==> config.mk <==
export PLATFORM = sky130hd
export DESIGN_NAME = pipeline_hazard_ctrl
export DESIGN_NICKNAME = d
export VERILOG_FILES = /design/src/rtl/pipeline_hazard_ctrl_pkg.sv /design/src/rtl/pipeline_hazard_ctrl_lduse_detect.sv /design/src/rtl/pipeline_hazard_ctrl.sv
export SDC_FILE = /design/constraint.sdc
export NUM_CORES = 1
export LEC_CHECK = 0
export CORE_AREA = 3 3 56 58
export CTS_CLUSTER_DIAMETER = 120
export DETAILED_ROUTE_END_ITERATION = 8
export DIE_AREA = 0 0 59 61
export PLACE_DENSITY = 0.9
export SYNTH_ARGS = -nofsm -noshare
export SYNTH_HDL_FRONTEND = slang
export SYNTH_SLANG_ARGS = --single-unit
==> constraint.sdc <==
create_clock -name CLK -period 1.6 [get_ports CLK]
set_input_delay 0.32 -clock CLK [delete_from_list [all_inputs] [get_ports CLK]]
set_output_delay 0.32 -clock CLK [all_outputs]
set_load 0.01 [all_outputs]
==> src/rtl/pipeline_hazard_ctrl_pkg.sv <==
// Shared definitions for the pipeline hazard sequencer: opcodes, NOP encodings,
// the hazard FSM state type and a small sizing helper.
package pipeline_hazard_ctrl_pkg;

  localparam logic [6:0]  OP_LOAD  = 7'h03;
  localparam logic [6:0]  OP_NOP   = 7'h13;
  localparam logic [31:0] NOP_INST = 32'h0000_0013;

  typedef enum logic [1:0] {
    RUN      = 2'd0,
    FLUSH    = 2'd1,
    LD_STALL = 2'd2,
    MEM_WAIT = 2'd3
  } hz_state_t;

  // Sizes the bubble/flush counter from the larger of the two cycle counts.
  function automatic int maxOf(input int a, input int b);
    return (a > b) ? a : b;
  endfunction

endpackage

==> src/rtl/pipeline_hazard_ctrl_lduse_detect.sv <==
// Combinational load-use comparator: flags a decode instruction that reads the
// destination of a load currently in exec. Shared later with the forwarding unit.
module lduse_detect
  import pipeline_hazard_ctrl_pkg::*;
(
  input  logic       i_d_valid,
  input  logic [4:0] i_d_rs1,
  input  logic [4:0] i_d_rs2,
  input  logic       i_d_uses_rs2,
  input  logic       i_e_valid,
  input  logic [6:0] i_e_opcode,
  input  logic [4:0] i_e_rd,
  output logic       o_lduse
);

  logic w_isLoad;
  logic w_rdLive;
  logic w_hitRs1;
  logic w_hitRs2;

  // x0 is hardwired to zero, so a load targeting it can never create a hazard.
  assign w_isLoad = i_e_valid & (i_e_opcode == OP_LOAD);
  assign w_rdLive = (i_e_rd != 5'd0);
  assign w_hitRs1 = (i_e_rd == i_d_rs1);
  assign w_hitRs2 = i_d_uses_rs2 & (i_e_rd == i_d_rs2);

  assign o_lduse = i_d_valid & w_isLoad & w_rdLive & (w_hitRs1 | w_hitRs2);

endmodule

==> src/rtl/pipeline_hazard_ctrl.sv <==
// Central hazard sequencer for the 5-stage RV32 pipeline: per-stage stall/flush
// and fetch redirect. Optional statistics counters under HAZARD_STATS_EN.
module pipeline_hazard_ctrl
  import pipeline_hazard_ctrl_pkg::*;
#(
  parameter int BIN_DIG      = 32,
  parameter int FLUSH_CYCLES = 1,
  parameter int LOAD_BUBBLES = 1
)
(
  input  logic               CLK,
  input  logic               RST,
  input  logic               d_valid,
  input  logic [4:0]         d_rs1,
  input  logic [4:0]         d_rs2,
  input  logic               d_uses_rs2,
  input  logic               e_valid,
  input  logic [6:0]         e_opcode,
  input  logic [4:0]         e_rd,
  input  logic               br_taken,
  input  logic [BIN_DIG-1:0] br_target,
  input  logic               mem_req,
  input  logic               mem_ready,
  output logic               stall_f,
  output logic               stall_d,
  output logic               stall_e,
  output logic               flush_fd,
  output logic               flush_de,
  output logic               redirect,
  output logic [BIN_DIG-1:0] redirect_pc,
  output logic [1:0]         state_o
`ifdef HAZARD_STATS_EN
  ,
  output logic [31:0]        stat_stall_cyc,
  output logic [31:0]        stat_flush_cnt,
  output logic [31:0]        stat_lduse_cnt
`endif
);

  localparam int CNT_MAX = maxOf(FLUSH_CYCLES, LOAD_BUBBLES);
  localparam int CNT_W   = $clog2(CNT_MAX) + 1;
  localparam logic [CNT_W-1:0] FL_INIT = CNT_W'(FLUSH_CYCLES - 1);
  localparam logic [CNT_W-1:0] LD_INIT = CNT_W'(LOAD_BUBBLES - 1);
  localparam logic [CNT_W-1:0] CNT_ONE = CNT_W'(1);

  hz_state_t        r_state;
  hz_state_t        w_nextState;
  logic [CNT_W-1:0] r_cnt;
  logic [CNT_W-1:0] w_nextCnt;
  logic [CNT_W-1:0] w_cntDec;

  logic w_memwait;
  logic w_ctrl;
  logic w_lduse;

  logic w_stallF;
  logic w_stallD;
  logic w_stallE;
  logic w_flushFd;
  logic w_flushDe;
  logic w_redirect;

  assign w_memwait = mem_req & ~mem_ready;
  assign w_ctrl    = br_taken & e_valid;
  assign w_cntDec  = (r_cnt != '0) ? (r_cnt - CNT_ONE) : '0;

  lduse_detect u_lduse (
    .i_d_valid    (d_valid),
    .i_d_rs1      (d_rs1),
    .i_d_rs2      (d_rs2),
    .i_d_uses_rs2 (d_uses_rs2),
    .i_e_valid    (e_valid),
    .i_e_opcode   (e_opcode),
    .i_e_rd       (e_rd),
    .o_lduse      (w_lduse)
  );

  // Next-state and control decode; memwait outranks ctrl, which outranks lduse.
  always_comb begin
    w_nextState = r_state;
    w_nextCnt   = r_cnt;
    w_stallF    = 1'b0;
    w_stallD    = 1'b0;
    w_stallE    = 1'b0;
    w_flushFd   = 1'b0;
    w_flushDe   = 1'b0;
    w_redirect  = 1'b0;
    case (r_state)
      RUN: begin
        if (w_memwait) begin
          w_stallF    = 1'b1;
          w_stallD    = 1'b1;
          w_stallE    = 1'b1;
          w_nextState = MEM_WAIT;
        end else if (w_ctrl) begin
          w_redirect = 1'b1;
          w_flushFd  = 1'b1;
          w_flushDe  = 1'b1;
          if (FLUSH_CYCLES > 1) begin
            w_nextState = FLUSH;
            w_nextCnt   = FL_INIT;
          end
        end else if (w_lduse) begin
          w_stallF  = 1'b1;
          w_stallD  = 1'b1;
          w_flushDe = 1'b1;
          if (LOAD_BUBBLES > 1) begin
            w_nextState = LD_STALL;
            w_nextCnt   = LD_INIT;
          end
        end
      end
      FLUSH: begin
        w_flushFd = 1'b1;
        w_nextCnt = w_cntDec;
        if (r_cnt <= CNT_ONE) begin
          w_nextState = RUN;
        end
      end
      LD_STALL: begin
        if (w_ctrl) begin
          w_redirect  = 1'b1;
          w_flushFd   = 1'b1;
          w_flushDe   = 1'b1;
          w_nextState = RUN;
          w_nextCnt   = '0;
        end else begin
          w_stallF  = 1'b1;
          w_stallD  = 1'b1;
          w_flushDe = 1'b1;
          w_nextCnt = w_cntDec;
          if (r_cnt <= CNT_ONE) begin
            w_nextState = RUN;
          end
        end
      end
      MEM_WAIT: begin
        if (!mem_ready) begin
          w_stallF = 1'b1;
          w_stallD = 1'b1;
          w_stallE = 1'b1;
        end else begin
          w_nextState = RUN;
        end
      end
      default: begin
        w_nextState = RUN;
        w_nextCnt   = '0;
      end
    endcase
  end

  always_ff @(posedge CLK or posedge RST) begin
    if (RST) begin
      r_state <= RUN;
      r_cnt   <= '0;
    end else begin
      r_state <= w_nextState;
      r_cnt   <= w_nextCnt;
    end
  end

  // Outputs are masked by reset so they drop the instant RST rises, not at the next edge.
  assign stall_f     = w_stallF   & ~RST;
  assign stall_d     = w_stallD   & ~RST;
  assign stall_e     = w_stallE   & ~RST;
  assign flush_fd    = w_flushFd  & ~RST;
  assign flush_de    = w_flushDe  & ~RST;
  assign redirect    = w_redirect & ~RST;
  assign redirect_pc = redirect ? br_target : '0;
  assign state_o     = r_state;

`ifdef HAZARD_STATS_EN
  logic w_ldEntry;

  assign w_ldEntry = (r_state == RUN) & ~w_memwait & ~w_ctrl & w_lduse & ~RST;

  // Saturating event counters; each holds at all ones rather than wrapping.
  always_ff @(posedge CLK or posedge RST) begin
    if (RST) begin
      stat_stall_cyc <= '0;
      stat_flush_cnt <= '0;
      stat_lduse_cnt <= '0;
    end else begin
      if (stall_f && (stat_stall_cyc != '1)) begin
        stat_stall_cyc <= stat_stall_cyc + 32'd1;
      end
      if (redirect && (stat_flush_cnt != '1)) begin
        stat_flush_cnt <= stat_flush_cnt + 32'd1;
      end
      if (w_ldEntry && (stat_lduse_cnt != '1)) begin
        stat_lduse_cnt <= stat_lduse_cnt + 32'd1;
      end
    end
  end
`endif

endmodule

==> results.md, run 1 <==
* Status: finished, violations left
* Failing checks: negative setup slack
* Drt initial violations at 8
* Post-Layout Cell Count at 218
* Post-Synthesis Cells at 71
* Tightest Pin Transition at 0.263 ns
* Setup crit start kind: primary input
* Hold-fix buffers, CTS at 0
* Syn_area_per_cell at 7.08 um^2
* Placed Cells at 207
* Pwr Density at 202 mW/mm^2
* Leak at 0.881 nW
* Reg2Reg Capture Point: state_o[0]
* ANT nets after route at 0
* MaxCap Viol Count at 0
* Skew-Pair Late Insertion Delay at 0 ns
* Met1 usage at 0.142
* CP arrival at 1.44 ns
* Die footprint at 0.00360 mm^2
* Sequential cell area at 25.0 um^2
* RD Place Congestion at 0.690
* WP data required at 1.28 ns
* Reg clk slew, reported paths at 0 ns
* Starting Density at 0.186
* HPWL after detailed placement at 2330 um
* Setup slack at placement at -0.950 ns
* Logic pwr share at 0.917
* Worst R2R Path Depth at 4
* Sw frac at 0.299
* Drc violations at 0
* Vias at 918
* Sequential area share after synthesis at 0.0498
* Fmax achieved at 569 MHz
* RSZ-0062 raised after global routing: yes
* Psw at 0.105 mW
* Crit-path slowest cell: and4_4
* Number of global-route vias before repair at 928
* Worst vdd ir at 220 uV
* Synthesized Nets at 133
* Setup Skew at 0 ns
* Detailed Routing Iterations Pass 1 at 2
* Post-Syn Area at 503 um^2
* Worst hold path type: primary input to asynchronous set/reset pin
* Synthesis-stage register bit count at 1
* PortBufs at 101
* Area share of the largest cell type after synthesis at 0.398
* Total power at 0.352 mW
* Top Ports at 102
* Largest stage delay, worst path at 0.26 ns
* Placement Rows at 19
* Post-layout min period at 1.76 ns
* Gr ovfl total at 0
* Most frequent cell after synthesis: and2_1
* Multi-input logic area at 549 um^2
* Gr busiest metal: met2
* Final WS setup at -0.158 ns
* FILL cells at 226
* Synthesis-to-layout area growth at 247%
* Sequential power share at 0.083
* Post-synth top flop: dfrtp_1
* Largest net degree at the start of global routing at 11
* Drt via density at 4.21
* Gr usage total at 0.148
* CP Max Fanout at 2
* Ys async rst share at 1.00
* Int Pwr at 0.247 mW
* First-pass GRT wire length at 4200 um
* Clock power frac at 0
* Setup CP Type: primary input to primary output
* Setup TNS at -1.98 ns
* Synth cell types at 23
* WL/cell at 13.2 um
* Layout cell share with drive strength beyond 1 at 0.578
* Ant. Diodes at 0
* Worst path bufs/invs at 2
* Yosys Warn Count at 0
* Core area at 0.00271 mm^2
* Final Hold Viols at 0
* Synth top cells by count: and2_1, xor2_1, buf_4
* FF-to-FF Start: state_o[0]
* CP Capture Type: primary output
* # setup viols final at 23
* Fin nets at 251
* Fin crit share at 1.10
* Die Wd at 59 um
* Post-synth top area cell: and2_1
* Overall die height at 61 um
* Core Util, Final at 0.645
* EDFF count, synth at 0
* Area contributors post-synth: and2_1, xor2_1, buf_4, dfrtp_1, a211oi_2
* Setup slack, reg-to-reg at 0.69 ns
* Slew Viols, Final at 0
* M2 GR Usage at 0.292
* Initial antenna violation count at 0
* M3 GR Usage at 0.0766
* DRT Wirelength at 2890 um
* Rel. slew slack at 0.824
* Max reg flops at 1
* Critical-path cell list: dlygate4sd2_1, nor3b_2, and4_4, o21ai_4, o31ai_4, buf_2
* Delay-heaviest family, CP: buffers and inverters
==> metal layers <==
layer / vias up / share of wire
met2: 69 / 0.53
met5: - / 0
met3: 0 / 0.17
met4: 0 / 0
met1: 390 / 0.30
li1: 459 / -
==> power by group through the flow <==
| stage | sequential, mW | clock (mW) | combinational, mW |
|---|---|---|---|
| after CTS | 0.0291 | 0 | 0.321 |
| after global routing | 0.0294 | 0 | 0.347 |
| final | 0.0291 | 0 | 0.323 |
| after global placement | 0.0290 | 0 | 0.293 |
| after floorplan | 0.0305 | 0 | 0.0725 |
| after detailed placement | 0.0291 | 0 | 0.299 |
==> how the worst max path moves through the flow <==
stage                startpoint  endpoint  cells after the start
finish              e_opcode[3]   stall_f                      6
detailed placement      e_rd[1]   stall_f                      6
global route        e_opcode[1]   stall_f                      6
CTS                    d_rs2[2]   stall_f                      6
global placement        e_rd[3]   stall_f                      6
floorplan               e_rd[3]   stall_f                      5
==> cell families after synthesis <==
family                 count (synthesis)  synth area share
XOR/XNOR                              10             0.174
flip-flops                             1            0.0497
AND/OR/NAND/NOR                       43             0.540
buffers and inverters                 10             0.122
AO/OA/AOI/OAI                          7             0.114
==> layout make-up <==
type                    instances  area share
multi-input cells              60       0.314
well taps                      31      0.0222
repair buffers                123       0.643
flip-flops and latches          1      0.0143
inverters                       3     0.00645
==> worst reg2reg max path, delay by kind of cell, from the launching register on <==
| kind | cells | cell delay [ns] |
|---|---|---|
| buffers and inverters | 2 | 0.27 |
| AND/OR/NAND/NOR | 2 | 0.15 |
| flip-flops | 1 | 0.38 |
==> layout by cell type (no fill, tap or decap), drive strengths merged, types with 2 or more instances in the layout <==
cell type,n
dlygate4sd2,12
clkbuf,3
clkdlybuf4s15,2
xor2,9
buf,70
clkdlybuf4s50,35
inv,3
and2,32
nor2,3
==> through the flow <==
stage,hold WS (ns),cell area (um^2)
after CTS,0.399,1730
after floorplan,0.0569,514
final,0.401,1750
after detailed placement,0.774,1600
after global routing,0.415,1750
after global placement,0.755,1600
==> what timing repair did <==
item / in CTS / in global routing
setup endpoints to repair: 38 / 37
pin swaps: 27 / 17
setup buffers: 9 / 4
cloned: 3 / 1
resized for setup: 250 / 48
No activity file was read; power rests on OpenSTA's default activity.
==> run 2: changes to the inputs <==
--- a/config.mk
+++ b/config.mk
@@ -9,6 +9,7 @@
 export CTS_CLUSTER_DIAMETER = 120
 export DETAILED_ROUTE_END_ITERATION = 8
 export DIE_AREA = 0 0 59 61
+export GPL_TIMING_DRIVEN = 1
 export PLACE_DENSITY = 0.9
 export SYNTH_ARGS = -nofsm -noshare
 export SYNTH_HDL_FRONTEND = slang
==> results of run 2 <==
No change in the layout: final DEF, timing and power equal those of run 1.
